<file path="src/rtl/forward_history_buffer_pkg.sv">
// rtl/forward_history_buffer_pkg.sv - shared types and address masking for the forward history buffer
// Purpose: record layouts for write/shift history entries and the per-table
//          address mask helper used by every lane.
// Ports:   none (package).
package forward_pkg;

    // Widest address the mask helper handles; callers cast in and out of it.
    localparam int FWD_ADR_LIMIT  = 32;
    localparam int FWD_DATA_WIDTH = 4;
    localparam int FWD_KEY_WIDTH  = 2;
    localparam int FWD_ADR_WIDTH  = 2;

    // Default-width record layouts; modules redeclare the same layout
    // locally with their own parameter values.
    typedef struct packed {
        logic                      valid;
        logic                      updated_mem;
        logic [FWD_ADR_WIDTH-1:0]  adr;
        logic [FWD_KEY_WIDTH-1:0]  key;
        logic [FWD_DATA_WIDTH-1:0] data;
    } fwd_entry_t;

    typedef struct packed {
        logic                     valid;
        logic [FWD_ADR_WIDTH-1:0] adr;
    } fwd_shift_t;

    // Zero every address bit at or above the table's real address width.
    function automatic logic [FWD_ADR_LIMIT-1:0] mask_adr(
        input logic [FWD_ADR_LIMIT-1:0] adr,
        input int                       width
    );
        logic [FWD_ADR_LIMIT-1:0] m;
        m = '0;
        for (int b = 0; b < FWD_ADR_LIMIT; b++) begin
            if (b < width) begin
                m[b] = adr[b];
            end
        end
        return m;
    endfunction

endpackage

</file>
<file path="src/rtl/forward_history_buffer_if.sv">
// rtl/forward_history_buffer_if.sv - write/shift request bundle from the update stage
// Purpose: groups the per-table write requests and inter-table shift requests.
// Ports:   master drives wr_* and shift_*; slave (the history buffer) samples them.
interface forward_history_buffer_if #(
    parameter int NUMBER_OF_TABLES   = 3,
    parameter int MAX_HASH_ADR_WIDTH = 2,
    parameter int KEY_WIDTH          = 2,
    parameter int DATA_WIDTH         = 4
);
    logic                          wr_valid_i       [NUMBER_OF_TABLES-1:0];
    logic [MAX_HASH_ADR_WIDTH-1:0] wr_hash_adr_i    [NUMBER_OF_TABLES-1:0];
    logic [KEY_WIDTH-1:0]          wr_key_i         [NUMBER_OF_TABLES-1:0];
    logic [DATA_WIDTH-1:0]         wr_data_i        [NUMBER_OF_TABLES-1:0];
    logic                          wr_updated_mem_i [NUMBER_OF_TABLES-1:0];
    logic                          shift_valid_i    [NUMBER_OF_TABLES-2:0];
    logic [MAX_HASH_ADR_WIDTH-1:0] shift_hash_adr_i [NUMBER_OF_TABLES-2:0];

    modport master (
        output wr_valid_i, wr_hash_adr_i, wr_key_i, wr_data_i, wr_updated_mem_i,
        output shift_valid_i, shift_hash_adr_i
    );

    modport slave (
        input wr_valid_i, wr_hash_adr_i, wr_key_i, wr_data_i, wr_updated_mem_i,
        input shift_valid_i, shift_hash_adr_i
    );
endinterface

</file>
<file path="src/rtl/forward_history_buffer_lane.sv">
// rtl/forward_history_buffer_lane.sv - one table's aged write history with supersede and flush
// Purpose: DEPTH-deep shift register of write records for a single table.
// Ports:   clk/reset (async active-low), clk_en advance, flush_i, one write
//          request in, DEPTH registered record fields out (index 0 newest).
module forward_history_lane
    import forward_pkg::*;
#(
    parameter int DEPTH         = 2,
    parameter int KEY_WIDTH     = 2,
    parameter int DATA_WIDTH    = 4,
    parameter int ADR_WIDTH     = 2,
    parameter int TBL_ADR_WIDTH = 2
) (
    input  logic                  clk,
    input  logic                  reset,
    input  logic                  clk_en,
    input  logic                  flush_i,
    input  logic                  wr_valid_i,
    input  logic [ADR_WIDTH-1:0]  wr_hash_adr_i,
    input  logic [KEY_WIDTH-1:0]  wr_key_i,
    input  logic [DATA_WIDTH-1:0] wr_data_i,
    input  logic                  wr_updated_mem_i,
    output logic                  valid_o       [DEPTH-1:0],
    output logic [ADR_WIDTH-1:0]  adr_o         [DEPTH-1:0],
    output logic [KEY_WIDTH-1:0]  key_o         [DEPTH-1:0],
    output logic [DATA_WIDTH-1:0] data_o        [DEPTH-1:0],
    output logic                  updated_mem_o [DEPTH-1:0]
);

    typedef struct packed {
        logic                  valid;
        logic                  updated_mem;
        logic [ADR_WIDTH-1:0]  adr;
        logic [KEY_WIDTH-1:0]  key;
        logic [DATA_WIDTH-1:0] data;
    } entry_t;

    entry_t               entry_q [DEPTH-1:0];
    entry_t               entry_d [DEPTH-1:0];
    logic [ADR_WIDTH-1:0] masked_adr;

    always_comb begin
        masked_adr = ADR_WIDTH'(mask_adr(FWD_ADR_LIMIT'(wr_hash_adr_i), TBL_ADR_WIDTH));
        entry_d    = entry_q;
        if (clk_en) begin
            entry_d[0].valid       = wr_valid_i;
            entry_d[0].updated_mem = wr_updated_mem_i;
            entry_d[0].adr         = masked_adr;
            entry_d[0].key         = wr_key_i;
            entry_d[0].data        = wr_data_i;
            for (int k = 1; k < DEPTH; k++) begin
                entry_d[k] = entry_q[k-1];
                // Flush wins over supersede: older history is simply dropped.
                if (flush_i) begin
                    entry_d[k] = '0;
                end else if (wr_valid_i && entry_q[k-1].valid &&
                             (entry_q[k-1].adr == masked_adr)) begin
                    // A newer write to the same slot hides the older one.
                    entry_d[k].valid = 1'b0;
                end
            end
        end
    end

    always_ff @(posedge clk or negedge reset) begin
        if (!reset) begin
            for (int k = 0; k < DEPTH; k++) begin
                entry_q[k] <= '0;
            end
        end else begin
            entry_q <= entry_d;
        end
    end

    for (genvar gk = 0; gk < DEPTH; gk++) begin : g_out
        assign valid_o[gk]       = entry_q[gk].valid;
        assign adr_o[gk]         = entry_q[gk].adr;
        assign key_o[gk]         = entry_q[gk].key;
        assign data_o[gk]        = entry_q[gk].data;
        assign updated_mem_o[gk] = entry_q[gk].updated_mem;
    end

endmodule

</file>
<file path="src/rtl/forward_history_buffer.sv">
// rtl/forward_history_buffer.sv - aged, de-duplicated history of updater writes and shifts
// Purpose: keeps the last FORWARDED_CLOCK_CYCLES enabled cycles of writes
//          (one lane per table) and shifts (one lane per table pair) for
//          forwarding over stale BRAM read data. Index 0 is newest.
// Ports:   clk, reset (async active-low), clk_en, flush_i, wr_if (write and
//          shift requests), forward_* registered history arrays [F][T] /
//          [F][T-1], history_fill_o saturating enabled-cycle count.
module forward_history_buffer
    import forward_pkg::*;
#(
    parameter int DATA_WIDTH             = 4,
    parameter int KEY_WIDTH              = 2,
    parameter int NUMBER_OF_TABLES       = 3,
    parameter int FORWARDED_CLOCK_CYCLES = 2,
    parameter int MAX_HASH_ADR_WIDTH     = 2,
    parameter int HASH_TABLE_ADR_WIDTH [NUMBER_OF_TABLES-1:0] = '{2, 2, 2},
    localparam int FILL_WIDTH = $clog2(FORWARDED_CLOCK_CYCLES + 1)
) (
    input  logic                          clk,
    input  logic                          reset,
    input  logic                          clk_en,
    input  logic                          flush_i,
    forward_history_buffer_if.slave       wr_if,
    output logic                          forward_valid_o          [FORWARDED_CLOCK_CYCLES-1:0][NUMBER_OF_TABLES-1:0],
    output logic [MAX_HASH_ADR_WIDTH-1:0] forward_hash_adr_o       [FORWARDED_CLOCK_CYCLES-1:0][NUMBER_OF_TABLES-1:0],
    output logic [KEY_WIDTH-1:0]          forward_key_o            [FORWARDED_CLOCK_CYCLES-1:0][NUMBER_OF_TABLES-1:0],
    output logic [DATA_WIDTH-1:0]         forward_data_o           [FORWARDED_CLOCK_CYCLES-1:0][NUMBER_OF_TABLES-1:0],
    output logic                          forward_updated_mem_o    [FORWARDED_CLOCK_CYCLES-1:0][NUMBER_OF_TABLES-1:0],
    output logic                          forward_shift_valid_o    [FORWARDED_CLOCK_CYCLES-1:0][NUMBER_OF_TABLES-2:0],
    output logic [MAX_HASH_ADR_WIDTH-1:0] forward_shift_hash_adr_o [FORWARDED_CLOCK_CYCLES-1:0][NUMBER_OF_TABLES-2:0],
    output logic [FILL_WIDTH-1:0]         history_fill_o
);

    localparam int T = NUMBER_OF_TABLES;
    localparam int F = FORWARDED_CLOCK_CYCLES;

    typedef struct packed {
        logic                          valid;
        logic [MAX_HASH_ADR_WIDTH-1:0] adr;
    } shift_t;

    // Per-lane outputs, indexed [table][age] before transposing to [age][table].
    logic                          lane_valid [T-1:0][F-1:0];
    logic [MAX_HASH_ADR_WIDTH-1:0] lane_adr   [T-1:0][F-1:0];
    logic [KEY_WIDTH-1:0]          lane_key   [T-1:0][F-1:0];
    logic [DATA_WIDTH-1:0]         lane_data  [T-1:0][F-1:0];
    logic                          lane_upd   [T-1:0][F-1:0];

    shift_t                shift_q [F-1:0][T-2:0];
    shift_t                shift_d [F-1:0][T-2:0];
    logic [FILL_WIDTH-1:0] fill_q;
    logic [FILL_WIDTH-1:0] fill_d;

    for (genvar gt = 0; gt < T; gt++) begin : g_lane
        forward_history_lane #(
            .DEPTH         (F),
            .KEY_WIDTH     (KEY_WIDTH),
            .DATA_WIDTH    (DATA_WIDTH),
            .ADR_WIDTH     (MAX_HASH_ADR_WIDTH),
            .TBL_ADR_WIDTH (HASH_TABLE_ADR_WIDTH[gt])
        ) u_lane (
            .clk              (clk),
            .reset            (reset),
            .clk_en           (clk_en),
            .flush_i          (flush_i),
            .wr_valid_i       (wr_if.wr_valid_i[gt]),
            .wr_hash_adr_i    (wr_if.wr_hash_adr_i[gt]),
            .wr_key_i         (wr_if.wr_key_i[gt]),
            .wr_data_i        (wr_if.wr_data_i[gt]),
            .wr_updated_mem_i (wr_if.wr_updated_mem_i[gt]),
            .valid_o          (lane_valid[gt]),
            .adr_o            (lane_adr[gt]),
            .key_o            (lane_key[gt]),
            .data_o           (lane_data[gt]),
            .updated_mem_o    (lane_upd[gt])
        );

        for (genvar gk = 0; gk < F; gk++) begin : g_age
            assign forward_valid_o[gk][gt]       = lane_valid[gt][gk];
            assign forward_hash_adr_o[gk][gt]    = lane_adr[gt][gk];
            assign forward_key_o[gk][gt]         = lane_key[gt][gk];
            assign forward_data_o[gk][gt]        = lane_data[gt][gk];
            assign forward_updated_mem_o[gk][gt] = lane_upd[gt][gk];
        end
    end

    // Shift lanes age like write lanes but are never superseded.
    always_comb begin
        shift_d = shift_q;
        fill_d  = fill_q;
        if (clk_en) begin
            for (int j = 0; j < T - 1; j++) begin
                shift_d[0][j].valid = wr_if.shift_valid_i[j];
                // Mask with the source table's width.
                shift_d[0][j].adr   = MAX_HASH_ADR_WIDTH'(mask_adr(
                    FWD_ADR_LIMIT'(wr_if.shift_hash_adr_i[j]), HASH_TABLE_ADR_WIDTH[j]));
            end
            for (int k = 1; k < F; k++) begin
                for (int j = 0; j < T - 1; j++) begin
                    shift_d[k][j] = flush_i ? '0 : shift_q[k-1][j];
                end
            end
            if (flush_i) begin
                fill_d = FILL_WIDTH'(1);
            end else if (fill_q != FILL_WIDTH'(F)) begin
                fill_d = fill_q + FILL_WIDTH'(1);
            end
        end
    end

    always_ff @(posedge clk or negedge reset) begin
        if (!reset) begin
            for (int k = 0; k < F; k++) begin
                for (int j = 0; j < T - 1; j++) begin
                    shift_q[k][j] <= '0;
                end
            end
            fill_q <= '0;
        end else begin
            shift_q <= shift_d;
            fill_q  <= fill_d;
        end
    end

    for (genvar gk = 0; gk < F; gk++) begin : g_shift_age
        for (genvar gj = 0; gj < T - 1; gj++) begin : g_shift_lane
            assign forward_shift_valid_o[gk][gj]    = shift_q[gk][gj].valid;
            assign forward_shift_hash_adr_o[gk][gj] = shift_q[gk][gj].adr;
        end
    end

    assign history_fill_o = fill_q;

endmodule
</file>
<file path="src/flat_wrapper.sv">
// flat-port wrapper written by rule: the top's interface ports become plain ports
module forward_history_buffer_flat import forward_pkg::*;
#(
    parameter int DATA_WIDTH             = 4,
    parameter int KEY_WIDTH              = 2,
    parameter int NUMBER_OF_TABLES       = 3,
    parameter int FORWARDED_CLOCK_CYCLES = 2,
    parameter int MAX_HASH_ADR_WIDTH     = 2,
    parameter int HASH_TABLE_ADR_WIDTH [NUMBER_OF_TABLES-1:0] = '{2, 2, 2},
    localparam int FILL_WIDTH = $clog2(FORWARDED_CLOCK_CYCLES + 1)
)
  (clk, reset, clk_en, flush_i, forward_valid_o, forward_hash_adr_o, forward_key_o, forward_data_o, forward_updated_mem_o, forward_shift_valid_o, forward_shift_hash_adr_o, history_fill_o, wr_if_wr_valid_i, wr_if_wr_hash_adr_i, wr_if_wr_key_i, wr_if_wr_data_i, wr_if_wr_updated_mem_i, wr_if_shift_valid_i, wr_if_shift_hash_adr_i);
  forward_history_buffer_if #(.NUMBER_OF_TABLES(NUMBER_OF_TABLES), .MAX_HASH_ADR_WIDTH(MAX_HASH_ADR_WIDTH), .KEY_WIDTH(KEY_WIDTH), .DATA_WIDTH(DATA_WIDTH)) wr_if_i ();
  input  logic clk;
  input  logic reset;
  input  logic clk_en;
  input  logic flush_i;
  output logic forward_valid_o[FORWARDED_CLOCK_CYCLES-1:0][NUMBER_OF_TABLES-1:0];
  output logic [MAX_HASH_ADR_WIDTH-1:0] forward_hash_adr_o[FORWARDED_CLOCK_CYCLES-1:0][NUMBER_OF_TABLES-1:0];
  output logic [KEY_WIDTH-1:0] forward_key_o[FORWARDED_CLOCK_CYCLES-1:0][NUMBER_OF_TABLES-1:0];
  output logic [DATA_WIDTH-1:0] forward_data_o[FORWARDED_CLOCK_CYCLES-1:0][NUMBER_OF_TABLES-1:0];
  output logic forward_updated_mem_o[FORWARDED_CLOCK_CYCLES-1:0][NUMBER_OF_TABLES-1:0];
  output logic forward_shift_valid_o[FORWARDED_CLOCK_CYCLES-1:0][NUMBER_OF_TABLES-2:0];
  output logic [MAX_HASH_ADR_WIDTH-1:0] forward_shift_hash_adr_o[FORWARDED_CLOCK_CYCLES-1:0][NUMBER_OF_TABLES-2:0];
  output logic [FILL_WIDTH-1:0] history_fill_o;
  input wire logic [$bits(wr_if_i.wr_valid_i)-1:0] wr_if_wr_valid_i;
  input wire logic [$bits(wr_if_i.wr_hash_adr_i)-1:0] wr_if_wr_hash_adr_i;
  input wire logic [$bits(wr_if_i.wr_key_i)-1:0] wr_if_wr_key_i;
  input wire logic [$bits(wr_if_i.wr_data_i)-1:0] wr_if_wr_data_i;
  input wire logic [$bits(wr_if_i.wr_updated_mem_i)-1:0] wr_if_wr_updated_mem_i;
  input wire logic [$bits(wr_if_i.shift_valid_i)-1:0] wr_if_shift_valid_i;
  input wire logic [$bits(wr_if_i.shift_hash_adr_i)-1:0] wr_if_shift_hash_adr_i;
  assign wr_if_i.wr_valid_i = {>>{wr_if_wr_valid_i}};
  assign wr_if_i.wr_hash_adr_i = {>>{wr_if_wr_hash_adr_i}};
  assign wr_if_i.wr_key_i = {>>{wr_if_wr_key_i}};
  assign wr_if_i.wr_data_i = {>>{wr_if_wr_data_i}};
  assign wr_if_i.wr_updated_mem_i = {>>{wr_if_wr_updated_mem_i}};
  assign wr_if_i.shift_valid_i = {>>{wr_if_shift_valid_i}};
  assign wr_if_i.shift_hash_adr_i = {>>{wr_if_shift_hash_adr_i}};
  forward_history_buffer #(.DATA_WIDTH(DATA_WIDTH), .KEY_WIDTH(KEY_WIDTH), .NUMBER_OF_TABLES(NUMBER_OF_TABLES), .FORWARDED_CLOCK_CYCLES(FORWARDED_CLOCK_CYCLES), .MAX_HASH_ADR_WIDTH(MAX_HASH_ADR_WIDTH), .HASH_TABLE_ADR_WIDTH(HASH_TABLE_ADR_WIDTH)) u_core (.clk(clk), .reset(reset), .clk_en(clk_en), .flush_i(flush_i), .wr_if(wr_if_i), .forward_valid_o(forward_valid_o), .forward_hash_adr_o(forward_hash_adr_o), .forward_key_o(forward_key_o), .forward_data_o(forward_data_o), .forward_updated_mem_o(forward_updated_mem_o), .forward_shift_valid_o(forward_shift_valid_o), .forward_shift_hash_adr_o(forward_shift_hash_adr_o), .history_fill_o(history_fill_o));
endmodule
</file>
<file path="config.mk">
export PLATFORM = sky130hd
export DESIGN_NAME = forward_history_buffer_flat
export DESIGN_NICKNAME = d
export VERILOG_FILES = /design/src/rtl/forward_history_buffer_pkg.sv /design/src/rtl/forward_history_buffer_if.sv /design/src/rtl/forward_history_buffer_lane.sv /design/src/rtl/forward_history_buffer.sv /design/src/flat_wrapper.sv
export SDC_FILE = /design/constraint.sdc
export NUM_CORES = 1
export LEC_CHECK = 0
export ABC_AREA = 1
export BUFFER_PORTS_ARGS = -buffer_cell sky130_fd_sc_hd__buf_2
export CAP_MARGIN = 5
export CORE_MARGIN = 1.5
export CORE_UTILIZATION = 32
export DETAILED_ROUTE_END_ITERATION = 7
export PLACE_DENSITY_LB_ADDON = 0.05
export SKIP_CTS_REPAIR_TIMING = 1
export SKIP_LAST_GASP = 1
export SLEW_MARGIN = 20
export SYNTH_ARGS = -nofsm -noshare
export SYNTH_HDL_FRONTEND = slang
export SYNTH_SLANG_ARGS = --single-unit
</file>
<file path="constraint.sdc">
create_clock -name clk -period 1.9 [get_ports clk]
set_input_delay 0.57 -clock clk [delete_from_list [all_inputs] [get_ports clk]]
set_output_delay 0.57 -clock clk [all_outputs]
set_load 0.01 [all_outputs]
</file>
==> impl_metrics.ini, run 1 <==
[global_routing]
grt_pass1_wl_mm = 11.4
antenna_found_initial = 0
grt_max_degree = 57
grt-ovfl-total = 0
grt_usage = 0.147
grt_pass1_vias = 2362

[yosys]
syn-instance-count = 313
synth.cell_area_mm2 = 0.00297
ys_top_cells_by_area = dfrtp_1, nand2_1, o21ai_0
synth-seq-area-share = 0.623
async_reset_ff_frac = 1.00
synth.most_common_cell = nand2_1
yosys_warnings = 0
syn_avg_cell_area_um2 = 9.49
yosys.cell_types.count = 17
yosysTopAreaCell = dfrtp_1
synthFlopType = dfrtp_1
syn_nets = 354
synthTopCellsByCount = nand2_1, dfrtp_1, o21ai_0
ys_seq_elements = 74
yosysTopAreaCellShare = 0.623
synth_edf_count = 0

[layout]
stdcell_count = 543
fin_nets = 471
fill_cells = 945
drive_gt1_frac = 0.363
diodes = 0
area_delta_synth_final_pct = 31.2

[clock_network]
htreeDepth = 3
cts_root_buf = clkbuf_8
cts_tree = done
clkSlewWorstSetupHoldPaths_ns = 0.08
cts.sinks = 74
clkLatencyLatePin_ns = 0.33
numCtsBuffers = 9
clockBufferDepth = 2

[sta]
maxSlewViolCount = 0
tightestPinTransition_ns = 0.483
hold_violations = 0
finalSetupTns_ns = 0
max_slew_margin = 0.678
skew_ns = 0.00665
holdWs_ns = 0.183
max_clock_freq_mhz = 676
setup_violations = 0
rsz0062_at_grt = no
period_needed_ns = 1.48
fin_crit_sh = 0.779

[setup_path]
crit_path_max_incr_delay_ns = 0.41
crit_path_start_kind = flip-flop
critPathBufInv = 1
r2r_cells = 3
crit_required_ns = 1.33
arrival_ns = 0.91
critical_path.reg2reg.endpoint = u_core.history_fill_o[1]
path_max_fanout = 4
timing.rr.start = u_core.history_fill_o[0]
cp-end-kind = output pin
critPathSlowestCell = dfrtp_1
cp_cell_sequence = buf_2
crit_family = flip-flops
criticalPathCategory = flip-flop to output pin
reg2reg_setup_slack_ns = 0.84

[placed_design]
hpwl_mm = 5.01
gp_congestion = 0.723
port_buffers = 113
dp.cells = 527

[floorplanning]
rows = 34
die_w_um = 99.3
core-area_mm2 = 0.00885
start_util = 0.336
die_height_um = 99.3
die-area_mm2 = 0.00987
io_pins = 114

[pwr]
p_per_area_mw_per_mm2 = 948
p_leak_uw = 0.00214
power_uw = 3690
ir_worst_vdd_v = 0.000375

[routing]
avgRoutedWirePerCell_um = 12.7
drtIter0Drc = 83
vias_per_cell = 4.37
dr.pass1.iters = 4
antenna_left = 0
wl_mm = 6.92
via_count = 2372
drc = 0

[worst_hold_path]
min_path_type = primary input to asynchronous set/reset pin

[run]
cap_violations = 0

[outcome]
status = completed
## final cells by class
| class | count | area (um^2) | share of cell area |
|---|---|---|---|
| flip-flops and latches | 74 | 1850 | 0.475 |
| multi-input cells | 177 | 850 | 0.218 |
| repair buffers | 121 | 678 | 0.174 |
| inverters | 47 | 176 | 0.0453 |
| clock buffers | 12 | 155 | 0.0398 |
| well taps | 108 | 135 | 0.0347 |
| clock inverters | 4 | 50.0 | 0.0128 |
## how the worst max path moves through the flow
stage / from / endpoint / cells past startpoint
final: u_core.history_fill_o[0] / history_fill_o[0] / 1
after global routing: u_core.g_lane[2].u_lane.adr_o[0] / forward_hash_adr_o[4] / 1
after CTS: u_core.history_fill_o[0] / history_fill_o[0] / 1
after detailed placement: flush_i / u_core.g_lane[0].u_lane.data_o[7] / 5
after global placement: flush_i / u_core.g_lane[0].u_lane.data_o[7] / 5
after floorplan: clk_en / u_core.g_lane[0].u_lane.adr_o[3] / 5
## where the power goes
group          total (uW)  switching [uW]  internal [uW]
logic                 618             368            250
registers            1820            91.2           1730
clock network        1250             577            677
total                3690            1040           2660
## cells by family (layout without fill, tap and decap cells)
logic type | Yosys count | count (layout) | synth area share
buffers and inverters | 62 | 184 | 0.0906
AO/OA/AOI/OAI | 74 | 74 | 0.151
flip-flops | 74 | 74 | 0.623
adder cells (fa/ha/maj) | 1 | 1 | 0.00421
AND/OR/NAND/NOR | 102 | 102 | 0.131
## cell usage in the layout, fill, tap and decap left out, drive strengths merged
master and instances:
clkinv 1, nand2 96, bufinv 1, clkbuf 12
nor2 3, inv 47, o21ai 71, a21oi 2
clkinvlp 2, ha 1, dfrtp 74, nand3 3
o31ai 1, buf 121
## per-layer routing
| metal | track usage | vias up | part of all wire |
|---|---|---|---|
| met2 | 0.238 | 74 | 0.47 |
| met1 | 0.184 | 1093 | 0.45 |
| met5 | 0 | - | 0 |
| met4 | 0.0488 | 0 | 0.012 |
| li1 | - | 1199 | - |
| met3 | 0.0520 | 6 | 0.072 |
## metrics by stage
| stage | worst slack, ns | cell area (um^2) | util |
|---|---|---|---|
| 2_1_floorplan | 0.680 | 2970 | - |
| 3_3_place_gp | 0.411 | 3690 | 0.417 |
| 3_5_place_dp | 0.350 | 3690 | 0.417 |
| 4_1_cts | 0.411 | 3900 | 0.440 |
| 5_1_grt | 0.391 | 3900 | 0.440 |
| 6_report | 0.420 | 3900 | 0.440 |
## registers in the layout, indices dropped and copies added, names as in the netlist
name	count
u_core.forward_shift_hash_adr_o	8
u_core.forward_shift_valid_o	4
u_core.g_lane.u_lane.adr_o	12
u_core.g_lane.u_lane.data_o	24
u_core.g_lane.u_lane.key_o	12
u_core.g_lane.u_lane.updated_mem_o	6
u_core.g_lane.u_lane.valid_o	6
u_core.history_fill_o	2
(Power assumes the default switching activity.)
==> run 2: changes to the inputs <==
Clock period 1.9 ns to 1.51 ns, I/O delays scaled along.
==> run 2 against run 1 <==
Against the previous run: routed wire length down 1.4%; sequential power rose by 26%; first-iteration DRC count fell by 30%; sequential share of layout area is 0.29 points lower; critical path depth did not move; die area did not move; highest routed layer unchanged.
==> impl_metrics.ini, run 2 (synthesis results as in run 1) <==
[clock_network]
clkLatencyLatePin_ns = 0.34
cts_root_buf = clkbuf_8
cts.sinks = 74
htreeDepth = 3
numCtsBuffers = 9
clkSlewWorstSetupHoldPaths_ns = 0.08
cts_tree = done
clockBufferDepth = 2

[setup_path]
path_max_fanout = 4
crit_path_start_kind = flip-flop
arrival_ns = 0.91
crit_family = flip-flops
crit_required_ns = 1.06
crit_path_max_incr_delay_ns = 0.42
critPathBufInv = 1
criticalPathCategory = flip-flop to output pin
critPathSlowestCell = dfrtp_1
cp_cell_sequence = buf_2
cp-end-kind = output pin

[pwr]
power_uw = 4770
p_per_area_mw_per_mm2 = 1220
p_leak_uw = 0.00217
ir_worst_vdd_v = 0.000400

[worst_hold_path]
min_path_type = primary input to asynchronous set/reset pin

[layout]
area_delta_synth_final_pct = 32.0
largest_register_ffs = 24
final_common_cell = buf_2
fin_nets = 474
layout_common_cells = buf_2, nand2_1, dfrtp_1
drive_gt1_frac = 0.368
fin_util = 0.443
fill_cells = 939
diodes = 0

[floorplanning]
rows = 34
die_w_um = 99.3
die-area_mm2 = 0.00987
die_height_um = 99.3
core-area_mm2 = 0.00885
start_util = 0.336
io_pins = 114

[routing]
antenna_left = 0
drc = 0
vias_per_cell = 4.36
via_count = 2383
drtIter0Drc = 58
dr.pass1.iters = 4
wl_mm = 6.82
avgRoutedWirePerCell_um = 12.5

[sta]
skew_ns = 0.00849
maxSlewViolCount = 0
max_clock_freq_mhz = 735
period_needed_ns = 1.36
setup_violations = 0
rsz0062_at_grt = no
tightestPinTransition_ns = 0.344
fin_crit_sh = 0.900
finalSetupTns_ns = 0
hold_violations = 0
holdWs_ns = 0.0141
max_slew_margin = 0.771

[placed_design]
gp_congestion = 0.696
hpwl_mm = 5.10
port_buffers = 113

[global_routing]
grt_usage = 0.146
antenna_found_initial = 0
grt_max_degree = 33
grt_pass1_wl_mm = 11.2
grt_pass1_vias = 2408
grt-ovfl-total = 0

[outcome]
status = completed

[run]
cap_violations = 0
-- run 2: stage by stage --
stage	worst slack (ns)	std cells	instance area (um^2)
2_1_floorplan	0.407	313	2970
3_3_place_gp	0.313	530	3700
3_5_place_dp	0.281	530	3700
4_1_cts	0.121	546	3920
5_1_grt	0.105	546	3920
6_report	0.150	546	3920
-- run 2: power by group --
group          leakage, uW  internal, uW  switching (uW)
logic              0.00112           316             458
clock network     0.000109           971             732
registers         0.000934          2180             115
total              0.00217          3460            1310
-- run 2: worst paths after layout --
| check | start | to | slack [ns] | depth (start not counted) |
|---|---|---|---|---|
| worst max-delay path | u_core.history_fill_o[0] | history_fill_o[0] | 0.15 | 1 |
| worst min register to register | u_core.g_lane[1].u_lane.updated_mem_o[1] | u_core.g_lane[1].u_lane.updated_mem_o[1] | 0.48 | 2 |
| worst min-delay path | reset | u_core.forward_shift_valid_o[3] | 0.01 | 1 |
| max in group asynchronous | reset | u_core.g_lane[1].u_lane.adr_o[1] | 1.05 | 2 |
| worst max register to register | u_core.history_fill_o[0] | u_core.history_fill_o[1] | 0.44 | 3 |
| min in group clk | wr_if_wr_key_i[0] | u_core.g_lane[0].u_lane.key_o[0] | 0.31 | 3 |
-- run 2: per-layer routing --
| layer | global-route usage | routed length, um | vias to the layer above |
|---|---|---|---|
| met4 | 0.0618 | 102 | 0 |
| met5 | 0 | 0 | - |
| met2 | 0.231 | 3120 | 66 |
| met3 | 0.0478 | 454 | 9 |
| met1 | 0.184 | 3140 | 1100 |
| li1 | - | - | 1208 |
-- run 2: area by class of cell --
class,count,area (um^2),share of cell area
well taps,108,135,0.0345
flip-flops and latches,74,1850,0.472
clock buffers,11,141,0.0361
clock inverters,5,77.6,0.0198
inverters,47,176,0.0450
repair buffers,124,688,0.176
multi-input cells,177,850,0.217
